[config.mk]
export PLATFORM = sky130hd
export DESIGN_NAME = i2c_target_mem
export DESIGN_NICKNAME = d
export VERILOG_FILES = /design/src/rtl/i2c_target_mem.sv
export SDC_FILE = /design/constraint.sdc
export NUM_CORES = 2
export LEC_CHECK = 0
export ABC_AREA = 0
export CORE_MARGIN = 1.5
export CORE_UTILIZATION = 55
export DETAILED_ROUTE_END_ITERATION = 8
export GPL_ROUTABILITY_DRIVEN = 0
export PLACE_DENSITY_LB_ADDON = 0.08
export SYNTH_ARGS = -nofsm -noshare
export SYNTH_HDL_FRONTEND = slang
export SYNTH_SLANG_ARGS = --single-unit
[constraint.sdc]
create_clock -name clk_i -period 10.8 [get_ports clk_i]
set_input_delay 1.08 -clock clk_i [delete_from_list [all_inputs] [get_ports clk_i]]
set_output_delay 1.08 -clock clk_i [all_outputs]
set_load 0.03 [all_outputs]
[src/rtl/i2c_target_mem.sv]
// EEPROM-style I2C target model: 7-bit device address, 1-2 memory-address bytes,
// page-wrapped burst writes, sequential reads, write-protect, SCL stretching and a write-commit port.
module i2c_target_mem #(
  parameter logic [6:0] SLAVE_ADDR     = 7'h50,
  parameter int         ADDR_BYTES     = 1,
  parameter int         MEM_DEPTH      = 256,
  parameter int         PAGE_SIZE      = 16,
  parameter int         STRETCH_CYCLES = 0,
  parameter int         SYNC_STAGES    = 2
) (
  input  logic                         clk_i,
  input  logic                         rst_i,
  input  logic                         scl_i,
  input  logic                         sda_i,
  output logic                         sda_o,
  output logic                         sda_oe_o,
  output logic                         scl_oe_o,
  input  logic                         wp_i,
  output logic                         busy_o,
  output logic                         wr_strobe_o,
  output logic [$clog2(MEM_DEPTH)-1:0] wr_addr_o,
  output logic [7:0]                   wr_data_o
);

  localparam int            AW           = $clog2(MEM_DEPTH);
  localparam logic [AW-1:0] PAGE_MASK    = AW'(PAGE_SIZE - 1);
  localparam int            SCW          = (STRETCH_CYCLES > 1) ? $clog2(STRETCH_CYCLES) : 1;
  localparam logic [SCW-1:0] STRETCH_LOAD = SCW'((STRETCH_CYCLES > 0) ? STRETCH_CYCLES - 1 : 0);
  localparam logic          LAST_IDX     = 1'(ADDR_BYTES - 1);

  typedef enum logic [3:0] {
    IDLE, DEV_ADDR, DEV_ACK, MEM_ADDR, MEM_ACK, WR_DATA,
    WR_ACK, STRETCH, RD_DATA, RD_ACK, WAIT_STOP
  } state_t;

  // Contents survive rst_i; only power-up sets every byte to erased (FF).
  logic [7:0] mem [MEM_DEPTH] = '{default: 8'hFF};

  logic [SYNC_STAGES-1:0] scl_sync, sda_sync;
  logic                   scl_prev, sda_prev;
  logic                   scl_s, sda_s;
  logic                   scl_rise, scl_fall, start_det, stop_det;

  state_t         state_q, state_d;
  logic [2:0]     bit_cnt_q, bit_cnt_d;
  logic [7:0]     shift_q, shift_d;
  logic [AW-1:0]  ptr_q, ptr_d, ptr_inc;
  logic [7:0]     addr_hi_q, addr_hi_d;
  logic           byte_idx_q, byte_idx_d;
  logic           phase_q, phase_d;
  logic           match_q, match_d;
  logic           ack_q, ack_d;
  logic [SCW-1:0] stretch_q, stretch_d;
  logic           sda_oe_d, scl_oe_d, busy_d, strobe_d;
  logic [AW-1:0]  wr_addr_d;
  logic [7:0]     wr_data_d;
  logic           mem_we;
  logic [7:0]     rx_byte, rd_cur, rd_next;

  always_ff @(posedge clk_i) begin
    if (rst_i) begin
      scl_sync <= '1;
      sda_sync <= '1;
      scl_prev <= 1'b1;
      sda_prev <= 1'b1;
    end else begin
      scl_sync <= {scl_sync[SYNC_STAGES-2:0], scl_i};
      sda_sync <= {sda_sync[SYNC_STAGES-2:0], sda_i};
      scl_prev <= scl_sync[SYNC_STAGES-1];
      sda_prev <= sda_sync[SYNC_STAGES-1];
    end
  end

  assign scl_s     = scl_sync[SYNC_STAGES-1];
  assign sda_s     = sda_sync[SYNC_STAGES-1];
  assign scl_rise  = scl_s & ~scl_prev;
  assign scl_fall  = ~scl_s & scl_prev;
  assign start_det = scl_s & scl_prev & sda_prev & ~sda_s;
  assign stop_det  = scl_s & scl_prev & ~sda_prev & sda_s;

  assign ptr_inc = ptr_q + 1'b1;
  assign rd_cur  = mem[ptr_q];
  assign rd_next = mem[ptr_inc];
  assign rx_byte = {shift_q[6:0], sda_s};

  // ACK states use phase: first SCL fall starts the ACK drive, second fall ends the ACK bit.
  always_comb begin
    state_d    = state_q;
    bit_cnt_d  = bit_cnt_q;
    shift_d    = shift_q;
    ptr_d      = ptr_q;
    addr_hi_d  = addr_hi_q;
    byte_idx_d = byte_idx_q;
    phase_d    = phase_q;
    match_d    = match_q;
    ack_d      = ack_q;
    stretch_d  = stretch_q;
    sda_oe_d   = sda_oe_o;
    scl_oe_d   = scl_oe_o;
    busy_d     = busy_o;
    strobe_d   = 1'b0;
    wr_addr_d  = wr_addr_o;
    wr_data_d  = wr_data_o;
    mem_we     = 1'b0;

    if (start_det) begin
      state_d   = DEV_ADDR;
      bit_cnt_d = 3'd7;
      phase_d   = 1'b0;
      sda_oe_d  = 1'b0;
      scl_oe_d  = 1'b0;
    end else if (stop_det) begin
      state_d  = IDLE;
      phase_d  = 1'b0;
      busy_d   = 1'b0;
      sda_oe_d = 1'b0;
      scl_oe_d = 1'b0;
    end else begin
      case (state_q)
        IDLE, WAIT_STOP: begin
        end

        DEV_ADDR, MEM_ADDR, WR_DATA: begin
          if (scl_rise) begin
            shift_d = rx_byte;
            if (bit_cnt_q == 3'd0) begin
              bit_cnt_d = 3'd7;
              phase_d   = 1'b0;
              if (state_q == DEV_ADDR) begin
                match_d = (rx_byte[7:1] == SLAVE_ADDR);
                state_d = DEV_ACK;
              end else if (state_q == MEM_ADDR) begin
                state_d = MEM_ACK;
              end else begin
                ack_d   = ~wp_i;
                state_d = WR_ACK;
              end
            end else begin
              bit_cnt_d = bit_cnt_q - 3'd1;
            end
          end
        end

        DEV_ACK: begin
          if (scl_fall) begin
            if (!phase_q) begin
              if (match_q) begin
                sda_oe_d = 1'b1;
                busy_d   = 1'b1;
                phase_d  = 1'b1;
              end else begin
                busy_d  = 1'b0;
                state_d = IDLE;
              end
            end else begin
              phase_d   = 1'b0;
              bit_cnt_d = 3'd7;
              if (shift_q[0]) begin
                shift_d  = rd_cur;
                sda_oe_d = ~rd_cur[7];
                state_d  = RD_DATA;
              end else begin
                sda_oe_d   = 1'b0;
                byte_idx_d = 1'b0;
                state_d    = MEM_ADDR;
              end
            end
          end
        end

        MEM_ACK: begin
          if (scl_fall) begin
            if (!phase_q) begin
              sda_oe_d = 1'b1;
              phase_d  = 1'b1;
            end else begin
              phase_d   = 1'b0;
              sda_oe_d  = 1'b0;
              addr_hi_d = shift_q;
              if (byte_idx_q == LAST_IDX) begin
                ptr_d   = AW'({addr_hi_q, shift_q});
                state_d = WR_DATA;
              end else begin
                byte_idx_d = 1'b1;
                state_d    = MEM_ADDR;
              end
            end
          end
        end

        WR_ACK: begin
          if (scl_fall) begin
            if (!phase_q) begin
              sda_oe_d = ack_q;
              phase_d  = 1'b1;
            end else begin
              phase_d  = 1'b0;
              sda_oe_d = 1'b0;
              state_d  = WR_DATA;
              if (ack_q) begin
                mem_we    = 1'b1;
                strobe_d  = 1'b1;
                wr_addr_d = ptr_q;
                wr_data_d = shift_q;
                ptr_d     = (ptr_q & ~PAGE_MASK) | (ptr_inc & PAGE_MASK);
                if (STRETCH_CYCLES > 0) begin
                  scl_oe_d  = 1'b1;
                  stretch_d = STRETCH_LOAD;
                  state_d   = STRETCH;
                end
              end
            end
          end
        end

        STRETCH: begin
          if (stretch_q == '0) begin
            scl_oe_d = 1'b0;
            state_d  = WR_DATA;
          end else begin
            stretch_d = stretch_q - 1'b1;
          end
        end

        // phase set means a fresh byte is loaded and its MSB goes out on the next fall.
        RD_DATA: begin
          if (scl_fall) begin
            if (phase_q) begin
              phase_d  = 1'b0;
              sda_oe_d = ~shift_q[7];
            end else if (bit_cnt_q == 3'd0) begin
              sda_oe_d = 1'b0;
              state_d  = RD_ACK;
            end else begin
              shift_d   = {shift_q[6:0], 1'b0};
              bit_cnt_d = bit_cnt_q - 3'd1;
              sda_oe_d  = ~shift_q[6];
            end
          end
        end

        RD_ACK: begin
          if (scl_rise) begin
            if (!sda_s) begin
              ptr_d     = ptr_inc;
              shift_d   = rd_next;
              bit_cnt_d = 3'd7;
              phase_d   = 1'b1;
              state_d   = RD_DATA;
            end else begin
              state_d = WAIT_STOP;
            end
          end
        end

        default: state_d = IDLE;
      endcase
    end
  end

  always_ff @(posedge clk_i) begin
    if (rst_i) begin
      state_q     <= IDLE;
      bit_cnt_q   <= 3'd7;
      shift_q     <= 8'h00;
      ptr_q       <= '0;
      addr_hi_q   <= 8'h00;
      byte_idx_q  <= 1'b0;
      phase_q     <= 1'b0;
      match_q     <= 1'b0;
      ack_q       <= 1'b0;
      stretch_q   <= '0;
      sda_o       <= 1'b1;
      sda_oe_o    <= 1'b0;
      scl_oe_o    <= 1'b0;
      busy_o      <= 1'b0;
      wr_strobe_o <= 1'b0;
      wr_addr_o   <= '0;
      wr_data_o   <= 8'h00;
    end else begin
      state_q     <= state_d;
      bit_cnt_q   <= bit_cnt_d;
      shift_q     <= shift_d;
      ptr_q       <= ptr_d;
      addr_hi_q   <= addr_hi_d;
      byte_idx_q  <= byte_idx_d;
      phase_q     <= phase_d;
      match_q     <= match_d;
      ack_q       <= ack_d;
      stretch_q   <= stretch_d;
      sda_o       <= 1'b0;
      sda_oe_o    <= sda_oe_d;
      scl_oe_o    <= scl_oe_d;
      busy_o      <= busy_d;
      wr_strobe_o <= strobe_d;
      wr_addr_o   <= wr_addr_d;
      wr_data_o   <= wr_data_d;
    end
  end

  always_ff @(posedge clk_i) begin
    if (mem_we && !rst_i) begin
      mem[ptr_q] <= shift_q;
    end
  end

endmodule

=== Yosys cells after proc, flatten, opt, wreduce, memory -nomap -nowiden ===
Memory sizes are Yosys's and may differ from the RTL's. A register that Yosys moved wholly into a read port is not among the register bits.
Cells that the tools add are included.

* Flip-flop bits (word level): 54
* Bits in latches: 0
* Bits in writable memories: 2048
* ROM bits: 0
* Bits of input ports: 5
* Output and inout port bits: 21
* Logic and storage cells: 219
* Memories: 1

* Add/sub/neg operators: 3
* Multipliers: 0
* Divide/modulo/power cells: 0
* Magnitude comparators: 0
* Eq/ne operators: 48
* Shift-type cells: 0
* Multiplexer cells: 95
* Bitwise gates (word level): 21
* Reduce and logical (&&, ||, !) cells: 30

{| class="wikitable"
|+ Memories
! memory !! words !! width !! rd ports !! clocked after Yosys merged registers in !! write ports !! RTL line !! text
|-
| mem || 256 || 8 || 2 || 1 || 1 || 37 || <nowiki>logic [7:0] mem [MEM_DEPTH] = '{default: 8'hFF};</nowiki>
|}

{| class="wikitable"
|+ Operator list
! cell !! count
|-
| $mux 8 || 19
|-
| $mux 4 || 15
|-
| $ne 4x4->1 const B || 12
|-
| $mux 1 || 41
|-
| $ne 2x2->1 const B || 20
|-
| $mux 3 || 11
|-
| $pmux 4 s8 || 1
|-
| $pmux 8 s4 || 1
|-
| $reduce_and 14->1 || 2
|-
| $pmux 8 s3 || 1
|-
| $reduce_and 11->1 || 2
|-
| $reduce_and 6->1 || 3
|-
| $eq 4x3->1 const B || 4
|-
| $reduce_and 8->1 || 2
|-
| $not 1->1 || 13
|-
| $eq 4x4->1 const B || 3
|-
| $pmux 3 s4 || 1
|-
| $reduce_and 12->1 || 1
|-
| $reduce_and 10->1 || 1
|-
| $ne 3x3->1 const B || 3
|-
| $add 8x1->8 const B || 1
|-
| $eq 4x2->1 const B || 2
|-
| $or 8x4->8 || 1
|-
| $reduce_bool 4->1 || 2
|-
| other kinds (23) || 35
|}

=== Longest topological paths before layout ===
* Depth after elaboration: 9
* Depth in mapped cells: 19
* Gate-level depth less buffers: 10

=== Worst setup path before layout ===
Ideal clock, no wire load.

* Kind: flip-flop to flip-flop
* Start point: register shift_q[0]
* End point: register shift_q[6]
* Library setup time: 97 ps
* Arrival: 4763 ps
* Required time: 10703 ps
* Setup slack: 5940 ps
* Stages on the path, launching flop included: 7
* Buffers on the path: 1
* Clock period less this slack: 4860 ps
* Cell sequence: dfxtp_1 -> clkbuf_1 -> and3_1 -> nand3_1 -> o311ai_0 -> a311oi_1 -> a311oi_1

* Longest elaborated chain between the ends: 2

{| class="wikitable"
|+ RTL lines
! element !! RTL line !! text
|-
| start, declared || 46 || <nowiki>logic [7:0] shift_q, shift_d;</nowiki>
|-
| start signal, assigned || 283 || <nowiki>shift_q <= shift_d;</nowiki>
|-
| $ne 2x2->1 (no source line) || -- ||
|-
| $reduce_and 12->1 (no source line) || -- ||
|}

No other way between the ends.
A chain may end at the register's enable or synchronous reset.

==> reports/results.ini <==
[outcome]
status = finished with violations
failed_checks = max-capacitance violations, max-slew violations

[clock_network]
cts_made_buffers = 217
post_cts_hold_buffer_count = 0
clockRootBuffer = sky130_fd_sc_hd__clkbuf_16
post_cts_buffers = 0
post_cts.resized_instances = 0
clock_tree.htree_level_count = 4
clk-insertion-delay-late_ns = 0.88
path_clk_slew_ns = 0.06
cts_sink_count = 2108
tritoncts = done
clockBufferDepth = 3

[worst_hold_path]
timing.hold.worst.class = reg -> reg

[cells_and_area]
drive_gt1_share_pct = 33.5
utilization_pct = 60.9
fin_nets = 4956
area.growth.synth_to_final_pct = 9.75
layout.cells.most_common_list = sky130_fd_sc_hd__edfxtp_1 (2048), sky130_fd_sc_hd__mux4_2 (1178), sky130_fd_sc_hd__nor2_1 (312), sky130_fd_sc_hd__clkbuf_16 (221), sky130_fd_sc_hd__nand2_1 (220)
mostFrequentLayoutCell = sky130_fd_sc_hd__edfxtp_1

[global_routing]
gr_met2_demand_resource_pct = 52.5
grt_pass1_wl_mm = 439
antenna_violations_before_repair = 12
grt_overflow_total = 0
grt_pass1_vias = 55200
largest_net_degree_at_the_start_of_global_routing = 211
grt_use_total_pct = 35.2
top_usage_layer = met2
groute.layer.met3.usage_pct = 9.94
gr-usage-met1_pct = 48.3

[worst_setup_path]
end_kind = flop
crit_type = reg -> reg
worst_ep_arrival_time_ns = 6.69
worstPathMaxFanout = 125
data_required_time_of_the_critical_path_ns = 11.56
cp-start-kind = flop

[synth]
synth_instances = 4951
synth_enable_flop_cells = 2048
mappedNetlistNets = 4962
synth_largest_area_cell = sky130_fd_sc_hd__edfxtp_1
synth.ff_latch_count = 2108
cell_area_after_synthesis_um2 = 99100
yosysUniqueCellTypes = 75
postSynthAreaPerCell_um2 = 20.0
yosysWarningCount = 0
postSynth.topFlopCell = sky130_fd_sc_hd__edfxtp_1
yosysSeqAreaShare_pct = 63.3
synth.area.top_cells = sky130_fd_sc_hd__edfxtp_1 (62%), sky130_fd_sc_hd__mux4_2 (27%), sky130_fd_sc_hd__dfxtp_1 (1.2%)
share_of_synthesized_registers_carrying_an_async_set_or_reset_pct = 0
post-synth-top-area-fraction_pct = 62.1

[sta]
finalCriticalPeriod_ns = 5.93
finalHoldWorstSlack_ns = 0.423
layout_worst_path_cycle_share_pct = 55.0
final-setup-viol-count = 0
timing_max_transition_violations_final = 3
rsz0062_at_grt = no
fin_setup_tns_ns = 0
timing.clock.skew_ns = 0.0421
timing_hold_violations_final = 0
worst_slew_margin_rel_pct = -1.66
clock.fmax_mhz = 168
worst-slew-pin-transition_ns = 1.51

[flow_run]
maxCapViolations = 1

[power_and_ir_drop]
total_power_w = 0.0167
ir_drop_v = 0.000156
pwr_density_cell_nw_per_um2 = 154
power_leakage_nw = 32.9

[detailed_routing]
totalWireLength_mm = 317
route.vias.total = 56500
drt-initial-drc-count = 8597
first_pass_iteration_count_of_the_detailed_router = 6
antenna_left = 0
drt-wirelength-per-cell_um = 42.3
via_per_inst = 7.53
drc_violation_count_after_routing = 0

[placed_design]
hpwl_mm = 196
io_buffer_count = 24

[die]
ioPinCount = 26
placementRows = 155
fp.dieH_um = 427
design.core.area_um2 = 179000
floorplan.initialDensity_pct = 55.5
chipWidth_um = 427
dieArea_um2 = 183000

-- cell type report --
class | instances | area (µm²)
Inverter | 14 | 57.6
Tap cell | 2355 | 2950
Timing Repair Buffer | 176 | 1580
Clock inverter | 136 | 1440
Clock buffer | 268 | 5760
Antenna cell | 12 | 30.0
Fill cell | 12600 | 69900
Sequential cell | 2108 | 62800
Multi-Input combinational cell | 2428 | 34200
-- Yosys cell counts (all sizes together), types with 5 or more instances --
master and n:
nand2 233, nand2b 19, clkbuf 137, a22oi 44, a22o 8, a32oi 5, o221ai 13, nor4 13
o311ai 8, xnor2 5, nor2b 22, or3 5, dfxtp 60, inv 12, nand3 51, ha 6
o211ai 10, o21a 6, buf 263, a21oi 95, edfxtp 2048, nand3b 9, nor3 26, and2 15
and3 13, o21ai 37, or2 11, a31oi 17, a2111oi 9, a211oi 34, o31ai 8, nand4 13
o22ai 24, nor2 318, mux2i 97, a221oi 10, mux4 1202
-- worst max-delay path, stage by stage (launching register included) --
cell                       delay (ns)
sky130_fd_sc_hd__dfxtp_4         0.85
sky130_fd_sc_hd__buf_12          0.60
sky130_fd_sc_hd__buf_4           0.85
sky130_fd_sc_hd__mux2i_1         0.31
sky130_fd_sc_hd__o221ai_1        0.17
sky130_fd_sc_hd__o22ai_1         0.23
sky130_fd_sc_hd__nor3_1          0.13
sky130_fd_sc_hd__nor4_1          1.28
sky130_fd_sc_hd__o31ai_1         0.55
sky130_fd_sc_hd__buf_4           0.29
sky130_fd_sc_hd__a211oi_1        0.20
-- logic make-up (layout without fill, tap and decap cells) --
kind of cell | count (synthesis) | count (layout) | share of synthesized area (%)
AO/OA/AOI/OAI | 351 | 351 | 2.40
XOR/XNOR | 8 | 8 | 0.0707
adder cells (fa/ha/maj) | 6 | 6 | 0.0758
buffers and inverters | 415 | 594 | 2.39
flip-flops | 2108 | 2108 | 63.3
multiplexers | 1301 | 1301 | 28.4
other | 1 | 13 | 0.00378
AND/OR/NAND/NOR | 761 | 761 | 3.37
-- per-stage QoR --
step	std cells	area, µm²	setup slack (ns)
after floorplan	4951	99100	5.94
after global placement	7081	102000	5.18
after detailed placement	7081	102000	5.23
after CTS	7485	109000	5.23
after global routing	7486	109000	4.75
final	7497	109000	4.87
-- final timing paths --
kind	end	cells after the start	slack, ns	from
setup / recovery	sda_oe_o	10	4.87	flop
hold / removal	scl_sync[1]	1	0.42	scl_sync[0]
setup reg to reg	sda_oe_o	10	4.87	flop
hold reg to reg	scl_sync[1]	1	0.42	scl_sync[0]
-- state kept, by name, summed over array words and instances (netlist names), named ones only --
register,cells
ack_q,1
bit_cnt_q,3
busy_o,1
match_q,1
mem,2048
phase_q,1
ptr_q,8
scl_prev,1
scl_sync,2
sda_o,1
sda_oe_o,1
sda_prev,1
sda_sync,2
shift_q,8
state_q,4
wr_addr_o,8
wr_data_o,8
wr_strobe_o,1
-- per-layer routing --
layer	vias up	part of all wire (%)	routed length [µm]
met4	11	5.4	17200
li1	21400	-	-
met1	30300	36	115000
met2	4000	46	146000
met3	731	12	38600
met5	-	0.052	164
-- where the power goes --
part           switching (W)  total [W]  internal [W]
sequential         0.0000308    0.00893       0.00890
combinational      0.0000909   0.000124     0.0000331
clock                0.00326    0.00768       0.00442
total                0.00338     0.0167        0.0134
No activity file was read; power rests on OpenSTA's default activity.
